===== config.mk =====
export PLATFORM = sky130hd
export DESIGN_NAME = irq_timer
export DESIGN_NICKNAME = d
export VERILOG_FILES = /design/src/rtl/irq_timer_pkg.sv /design/src/rtl/irq_timer_prescaler.sv /design/src/rtl/irq_timer.sv
export SDC_FILE = /design/constraint.sdc
export NUM_CORES = 1
export LEC_CHECK = 0
export ABC_AREA = 1
export CAP_MARGIN = 20
export CORE_UTILIZATION = 58
export DETAILED_ROUTE_END_ITERATION = 10
export PLACE_DENSITY = 0.95
export SYNTH_ARGS = -nofsm -noshare
export SYNTH_HDL_FRONTEND = slang
export SYNTH_SLANG_ARGS = --single-unit

===== constraint.sdc =====
create_clock -name clk -period 3.7 [get_ports clk]
set_input_delay 0.74 -clock clk [delete_from_list [all_inputs] [get_ports clk]]
set_output_delay 0.74 -clock clk [all_outputs]
set_load 0.05 [all_outputs]

===== src/rtl/irq_timer_pkg.sv =====
// rtl/irq_timer_pkg.sv - register map, CTRL fields, MODE codes and FSM states for irq_timer (IRQ_TIMER_PRESCALE_EN)
package irq_timer_pkg;

    localparam logic [1:0] ADDR_CTRL   = 2'd0;
    localparam logic [1:0] ADDR_PRESET = 2'd1;
    localparam logic [1:0] ADDR_COUNT  = 2'd2;
    localparam logic [1:0] ADDR_RSVD   = 2'd3;

    localparam int CTRL_EN       = 0;
    localparam int CTRL_MODE_LSB = 1;
    localparam int CTRL_IM       = 3;
    localparam int CTRL_PS_LSB   = 4;
    localparam int PS_W          = 4;

    localparam logic [1:0] MODE_ONESHOT = 2'b00;
    localparam logic [1:0] MODE_AUTO    = 2'b01;

    // Only implemented CTRL bits are stored; everything else reads back as 0
`ifdef IRQ_TIMER_PRESCALE_EN
    localparam logic [31:0] CTRL_WMASK = 32'h0000_00FF;
`else
    localparam logic [31:0] CTRL_WMASK = 32'h0000_000F;
`endif

    typedef enum logic [1:0] {
        ST_IDLE = 2'd0,
        ST_LOAD = 2'd1,
        ST_CNT  = 2'd2,
        ST_INT  = 2'd3
    } state_e;

    function automatic logic is_auto(input logic [31:0] ctrl);
        return ctrl[CTRL_MODE_LSB +: 2] == MODE_AUTO;
    endfunction

endpackage


===== src/rtl/irq_timer_prescaler.sv =====
// rtl/irq_timer_prescaler.sv - divide-by-(PS+1) tick generator for the count phase
module irq_timer_prescaler
    import irq_timer_pkg::*;
(
    input  logic            clk,
    input  logic            reset,
    input  logic            clr_i,
    input  logic            run_i,
    input  logic [PS_W-1:0] ps_i,
    output logic            tick_o
);

    logic [PS_W-1:0] div_q, div_d;

    assign tick_o = run_i && (div_q == ps_i);

    always_comb begin
        div_d = div_q;
        if (clr_i) begin
            div_d = '0;
        end else if (run_i) begin
            div_d = tick_o ? '0 : div_q + 1'b1;
        end
    end

    always_ff @(posedge clk or negedge reset) begin
        if (!reset) begin
            div_q <= '0;
        end else begin
            div_q <= div_d;
        end
    end

endmodule


===== src/rtl/irq_timer.sv =====
// rtl/irq_timer.sv - CPU-programmable countdown timer with registered interrupt (optional prescaler: IRQ_TIMER_PRESCALE_EN)
module irq_timer
    import irq_timer_pkg::*;
#(
    parameter logic [31:0] RESET_PRESET = 32'h0000_0000
) (
    input  logic        clk,
    input  logic        reset,
    input  logic [1:0]  addr,
    input  logic        we,
    input  logic [31:0] wdata,
    output logic [31:0] rdata,
    output logic        irq
);

    state_e      state_q, state_d;
    logic [31:0] ctrl_q, ctrl_d;
    logic [31:0] preset_q, preset_d;
    logic [31:0] count_q, count_d;
    logic        flag_q, flag_d;
    logic        irq_q, irq_d;
    logic        wr_ctrl, wr_preset, en_now, tick, fsm_set, fsm_clr;

    assign wr_ctrl   = we && (addr == ADDR_CTRL);
    assign wr_preset = we && (addr == ADDR_PRESET);
    // A CTRL write clearing EN freezes COUNT on the same edge it lands
    assign en_now    = wr_ctrl ? wdata[CTRL_EN] : ctrl_q[CTRL_EN];

`ifdef IRQ_TIMER_PRESCALE_EN
    irq_timer_prescaler u_prescaler (
        .clk    (clk),
        .reset  (reset),
        .clr_i  (state_q == ST_LOAD),
        .run_i  ((state_q == ST_CNT) && en_now),
        .ps_i   (ctrl_q[CTRL_PS_LSB +: PS_W]),
        .tick_o (tick)
    );
`else
    assign tick = 1'b1;
`endif

    always_comb begin
        state_d  = state_q;
        ctrl_d   = ctrl_q;
        preset_d = preset_q;
        count_d  = count_q;
        fsm_set  = 1'b0;
        fsm_clr  = 1'b0;
        case (state_q)
            ST_IDLE: begin
                if (ctrl_q[CTRL_EN]) begin
                    state_d = ST_LOAD;
                end
            end
            ST_LOAD: begin
                count_d = preset_q;
                state_d = ST_CNT;
            end
            ST_CNT: begin
                if (!en_now) begin
                    state_d = ST_IDLE;
                end else if (tick) begin
                    // PRESET=0 behaves as 1: expiry on the first counting tick
                    if (count_q <= 32'd1) begin
                        count_d = '0;
                        fsm_set = 1'b1;
                        state_d = ST_INT;
                    end else begin
                        count_d = count_q - 32'd1;
                    end
                end
            end
            ST_INT: begin
                if (is_auto(ctrl_q)) begin
                    fsm_clr = 1'b1;
                    state_d = ST_LOAD;
                end else begin
                    ctrl_d[CTRL_EN] = 1'b0;
                    state_d         = ST_IDLE;
                end
            end
            default: state_d = ST_IDLE;
        endcase

        // CPU write overrides the FSM's EN clear on the same edge
        if (wr_ctrl) begin
            ctrl_d = wdata & CTRL_WMASK;
        end
        if (wr_preset) begin
            preset_d = wdata;
        end

        flag_d = flag_q;
        if (wr_ctrl || wr_preset || fsm_clr) begin
            flag_d = 1'b0;
        end
        if (fsm_set) begin
            flag_d = 1'b1;
        end
        irq_d = ctrl_d[CTRL_IM] & flag_d;
    end

    always_ff @(posedge clk or negedge reset) begin
        if (!reset) begin
            state_q  <= ST_IDLE;
            ctrl_q   <= '0;
            preset_q <= RESET_PRESET;
            count_q  <= '0;
            flag_q   <= 1'b0;
            irq_q    <= 1'b0;
        end else begin
            state_q  <= state_d;
            ctrl_q   <= ctrl_d;
            preset_q <= preset_d;
            count_q  <= count_d;
            flag_q   <= flag_d;
            irq_q    <= irq_d;
        end
    end

    always_comb begin
        rdata = '0;
        case (addr)
            ADDR_CTRL:   rdata = ctrl_q;
            ADDR_PRESET: rdata = preset_q;
            ADDR_COUNT:  rdata = count_q;
            default:     rdata = '0;
        endcase
    end

    assign irq = irq_q;

endmodule


Word level (Yosys, flattened, before mapping)
Cells that the tools add are included.

Equality and inequality tests: 10. Bitwise operators: 1. Reductions and logical operators: 11. Add/subtract/negate cells: 1. Order comparisons: 1. Mux-type cells: 20.

Operator list (count): 32-bit case mux with 3 select lines (1); 32-bit 2-to-1 mux (2); 32-bit case mux with 2 select lines (1); 32-bit by 1-bit less-or-equal comparator with 1-bit output (second input constant) (1); 32-bit by 1-bit subtractor with 32-bit output (second input constant) (1); 1-bit 2-to-1 mux (11); 2-bit case mux with 4 select lines (1); 2-bit by 1-bit == test with 1-bit output (second input constant) (3); 2-bit == test (second input constant) (3); 2-bit 2-to-1 mux (3); 2-bit inequality test (second input constant) (3); 2-bit AND reduction (3); 2-bit zero test (2); 4-bit 2-to-1 mux (1); 2-bit nonzero test (2); 3-bit inequality test (second input constant) (1); 1-bit logical AND (2); 1-bit logical OR (2); 1-bit bitwise AND (1).

Input port bits: 37. Output and inout port bits: 33. Register bits: 72. Word-level logic and storage cells: 52.

Logic depth before layout (Yosys ltp)
Gate-level depths: netlist (run 1).

Word-level depth: 7. Gate-level depth with buffers: 10.

Worst setup path before layout (run 1)
OpenSTA, ideal clock, no wires.

Path type: in2out. From: input addr[0]. To: output rdata[15]. Stages on the path: 4. Arrival time: 2263 ps. Setup slack: 697 ps. Cells stage by stage: inv_1 > nand2_1 > clkbuf_1 > o21ai_0.

Word-level cells in the longest chain between the ends: 2. Elaborated cells on any way between the ends: 4.

RTL lines: from (decl) (RTL line irq_timer.sv:9) `input logic [1:0] addr,`; 2-bit == test, or another cell as far along (RTL line irq_timer.sv:123) `case (addr)`; 32-bit case mux with 3 select lines (*) (RTL line irq_timer.sv:123); to (decl) (RTL line irq_timer.sv:12) `output logic [31:0] rdata,`.

Mark *: on every way between the ends. The rest lies on a longest branch, timed or not.

Final worst setup path (run 1)
From: input addr[1]. To: output rdata[26].

Same word-level chain as after synthesis.

==> summary.txt, run 1 <==
Status = complete, no violations
Mean Syn Cell Area = 7.538 sq um
Number of global-route vias before repair = 4218
Drt total wl = 11.83 mm
HPWL Detailed = 8.071 mm
Synthesized net count = 610
Measured slew at the worst slew-check pin = 1.158 ns
# resized after CTS = 0
Final hold vios = 0
Placed cells = 723
GRT Util Overall = 33.25%
Diodes inserted = 0
Kind of critical path = in -> out
FILL cells = 476
Reg clk slew, reported paths = 0.07 ns
Synthesized instance count = 571
Number of routed nets with antenna violations = 0
Post-synth EDFFs = 0
First-pass GRT wire length = 19.44 mm
Post-CTS setup buffers = 0
Die Area = 0.007770 sq mm
Post-route minimum period = 3.287 ns
GP Congestion = 0.9806
Row count = 31
Die H = 88.15 um
Top cells by count, synth = nand2_1, nor2_1, o21ai_0
Via count = 4447
Peak supply drop = 0.3575 mV
Pleak = 2.377 nW
Core area = 0.007214 sq mm
CP Max Fanout = 16
Drc violations = 0
Num CTS Buffers = 9
Clk Latency, worst-skew pair = 0.36 ns
Final nets = 674
Worst hold path type = reg -> reg
Finish-stage setup viols = 0
Max Slew Vio Count = 0
Crit share post-route = 88.84%
Die extent in x = 88.15 um
PortBufs = 69
Setup TNS = 0 ns
Initial Utilization = 59.66%
Fraction of layout cells with a size suffix above 1 = 15.65%
Synth-to-layout area growth = 28.52%
Area of the multi-input gates = 0.002183 sq mm
DRT Pass-1 Iters = 6
Avg WL per Cell = 16.02 um
#FFs+latches synth = 72
Worst r2r path cells = 9
DP Area = 0.005359 sq mm
Sequential share of the synthesized area = 41.86%
# hold bufs at CTS = 0
CTS H-tree lvls = 3
Achievable frequency = 0.3042 GHz
Root Driver = clkbuf_8
Initial antenna violation count = 0
Layout Cells excl Fill = 738
Post-synthesis cell type count = 28
Largest net degree at the start of global routing = 73
Post-synthesis cell area = 0.004304 sq mm
Ys async rst share = 100.0%
Unrepaired setup endpoints after global routing = no
Crit. End Element = primary output
Leading post-synthesis cells by cell area = dfrtp_1, nand2_1, o21ai_0, mux2_2, nor2_1
Pwr per Cell Area = 687.6 mW/mm^2
Max clock buf depth = 2
Number of max-cap violations = 0
Layout Skew = 0.009094 ns
Setup crit start kind = input port
Fin area = 0.005532 sq mm
Crit path DAT = 2.55 ns
DR vias/cell = 6.026
Gr ovfl total = 0
YS warnings = 0
Post-layout util = 76.67%
CTS tree = done
Relative slew slack = 22.64%
CP Cell Sequence = clkdlybuf4s50_1 -> nand2_1 -> buf_4 -> o21ai_0 -> buf_12
CP Data Required Time = 2.96 ns
Min-Delay Path Depth = 2
Max stage delay on crit path = 0.56 ns
Sequential cell area = 0.001802 sq mm
Count leader, synth = nand2_1
Post-synth top area share = 41.86%
Top_reg_cell synth = dfrtp_1
CP max-delay cell = clkdlybuf4s50_1
DRT iter0 DRCs = 499
Final total power = 3.804 mW
CTS sink cnt = 72
Num ports = 70
Dominant cell type by area after synthesis = dfrtp_1
[area by class of cell]
cell class / instances / area share (%)
clock buffers: 12 / 2.805
multi-input cells: 423 / 39.47
repair buffers: 74 / 18.86
well taps: 99 / 2.239
clock inverters: 3 / 0.3167
inverters: 55 / 3.732
flip-flops and latches: 72 / 32.57
[per-stage QoR]
| stage | hold slack [ns] | setup WS, ns |
|---|---|---|
| floorplan | 0.4444 | 0.6969 |
| global placement | 0.4689 | 0.5506 |
| detailed placement | 0.4947 | 0.4463 |
| CTS | 0.5127 | 0.4249 |
| global route | 0.5435 | 0.2640 |
| finish | 0.5176 | 0.4129 |
[logic make-up after synthesis]
kind of cell             Yosys count  synth area share [%]
AO/OA/AOI/OAI                    115                 13.87
adder cells (fa/ha/maj)            2                0.5813
multiplexers                      30                 7.849
buffers and inverters             76                 7.413
flip-flops                        72                 41.86
XOR/XNOR                           9                 1.831
AND/OR/NAND/NOR                  267                 26.60
[cells in the final DEF (no fill, tap or decap), types with 3 or more instances in the layout]
| master | synthesis | routed |
|---|---|---|
| buf_12 | 0 | 32 |
| nor2_4 | 5 | 5 |
| clkbuf_8 | 0 | 11 |
| o221ai_1 | 3 | 3 |
| o21ai_0 | 73 | 73 |
| inv_1 | 53 | 53 |
| nand2_1 | 120 | 120 |
| nand3_1 | 32 | 32 |
| nor2_2 | 4 | 4 |
| clkdlybuf4s50_1 | 0 | 36 |
| xor2_1 | 9 | 9 |
| nor2_1 | 90 | 90 |
| a21oi_1 | 33 | 33 |
| dfrtp_1 | 72 | 72 |
| nand4_1 | 7 | 7 |
| mux2_2 | 30 | 30 |
| buf_4 | 0 | 5 |
| o21ai_1 | 3 | 3 |
[critical path, delay by kind of cell]
family,cells,cell delay (ns)
AO/OA/AOI/OAI,1,0.36
buffers and inverters,3,1.08
AND/OR/NAND/NOR,1,0.36
[final timing paths]
| path | slack (ns) | to | from |
|---|---|---|---|
| setup reg to reg | 1.43 | count_q[7] | count_q[0] |
| hold / removal | 0.52 | ctrl_q[1] | ctrl_q[1] |
| hold reg to reg | 0.52 | ctrl_q[1] | ctrl_q[1] |
| max in group asynchronous | 2.53 | count_q[17] | reset |
| min in group asynchronous | 0.58 | ctrl_q[3] | reset |
| setup / recovery | 0.41 | rdata[26] | addr[1] |
[registers in the layout, summed over array words and instances, names as in the netlist]
signal / flops
count_q: 32
irq: 1
ctrl_q: 4
preset_q: 32
flag_q: 1
state_q: 2
[per-layer routing]
layer | GRT usage, % | share of wire [%]
met1 | 39.34 | 38
met2 | 57.15 | 50
met3 | 5.090 | 8.3
met4 | 20.23 | 3.8
met5 | 0 | 0
[report_power, final]
group	internal [mW]	leakage [nW]	switching, mW
clock network	0.274	0.0882	0.300
logic	0.710	1.45	1.13
registers	1.06	0.843	0.328
No activity file was read; power rests on OpenSTA's default activity.
==> inputs of run 2 (changes only) <==
--- a/config.mk
+++ b/config.mk
@@ -10,6 +10,7 @@
 export CORE_UTILIZATION = 58
 export DETAILED_ROUTE_END_ITERATION = 10
 export PLACE_DENSITY = 0.95
+export SLEW_MARGIN = 20
 export SYNTH_ARGS = -nofsm -noshare
 export SYNTH_HDL_FRONTEND = slang
 export SYNTH_SLANG_ARGS = --single-unit
==> results of run 2 <==
The final DEF is identical to that of run 1; final timing and power are the same.
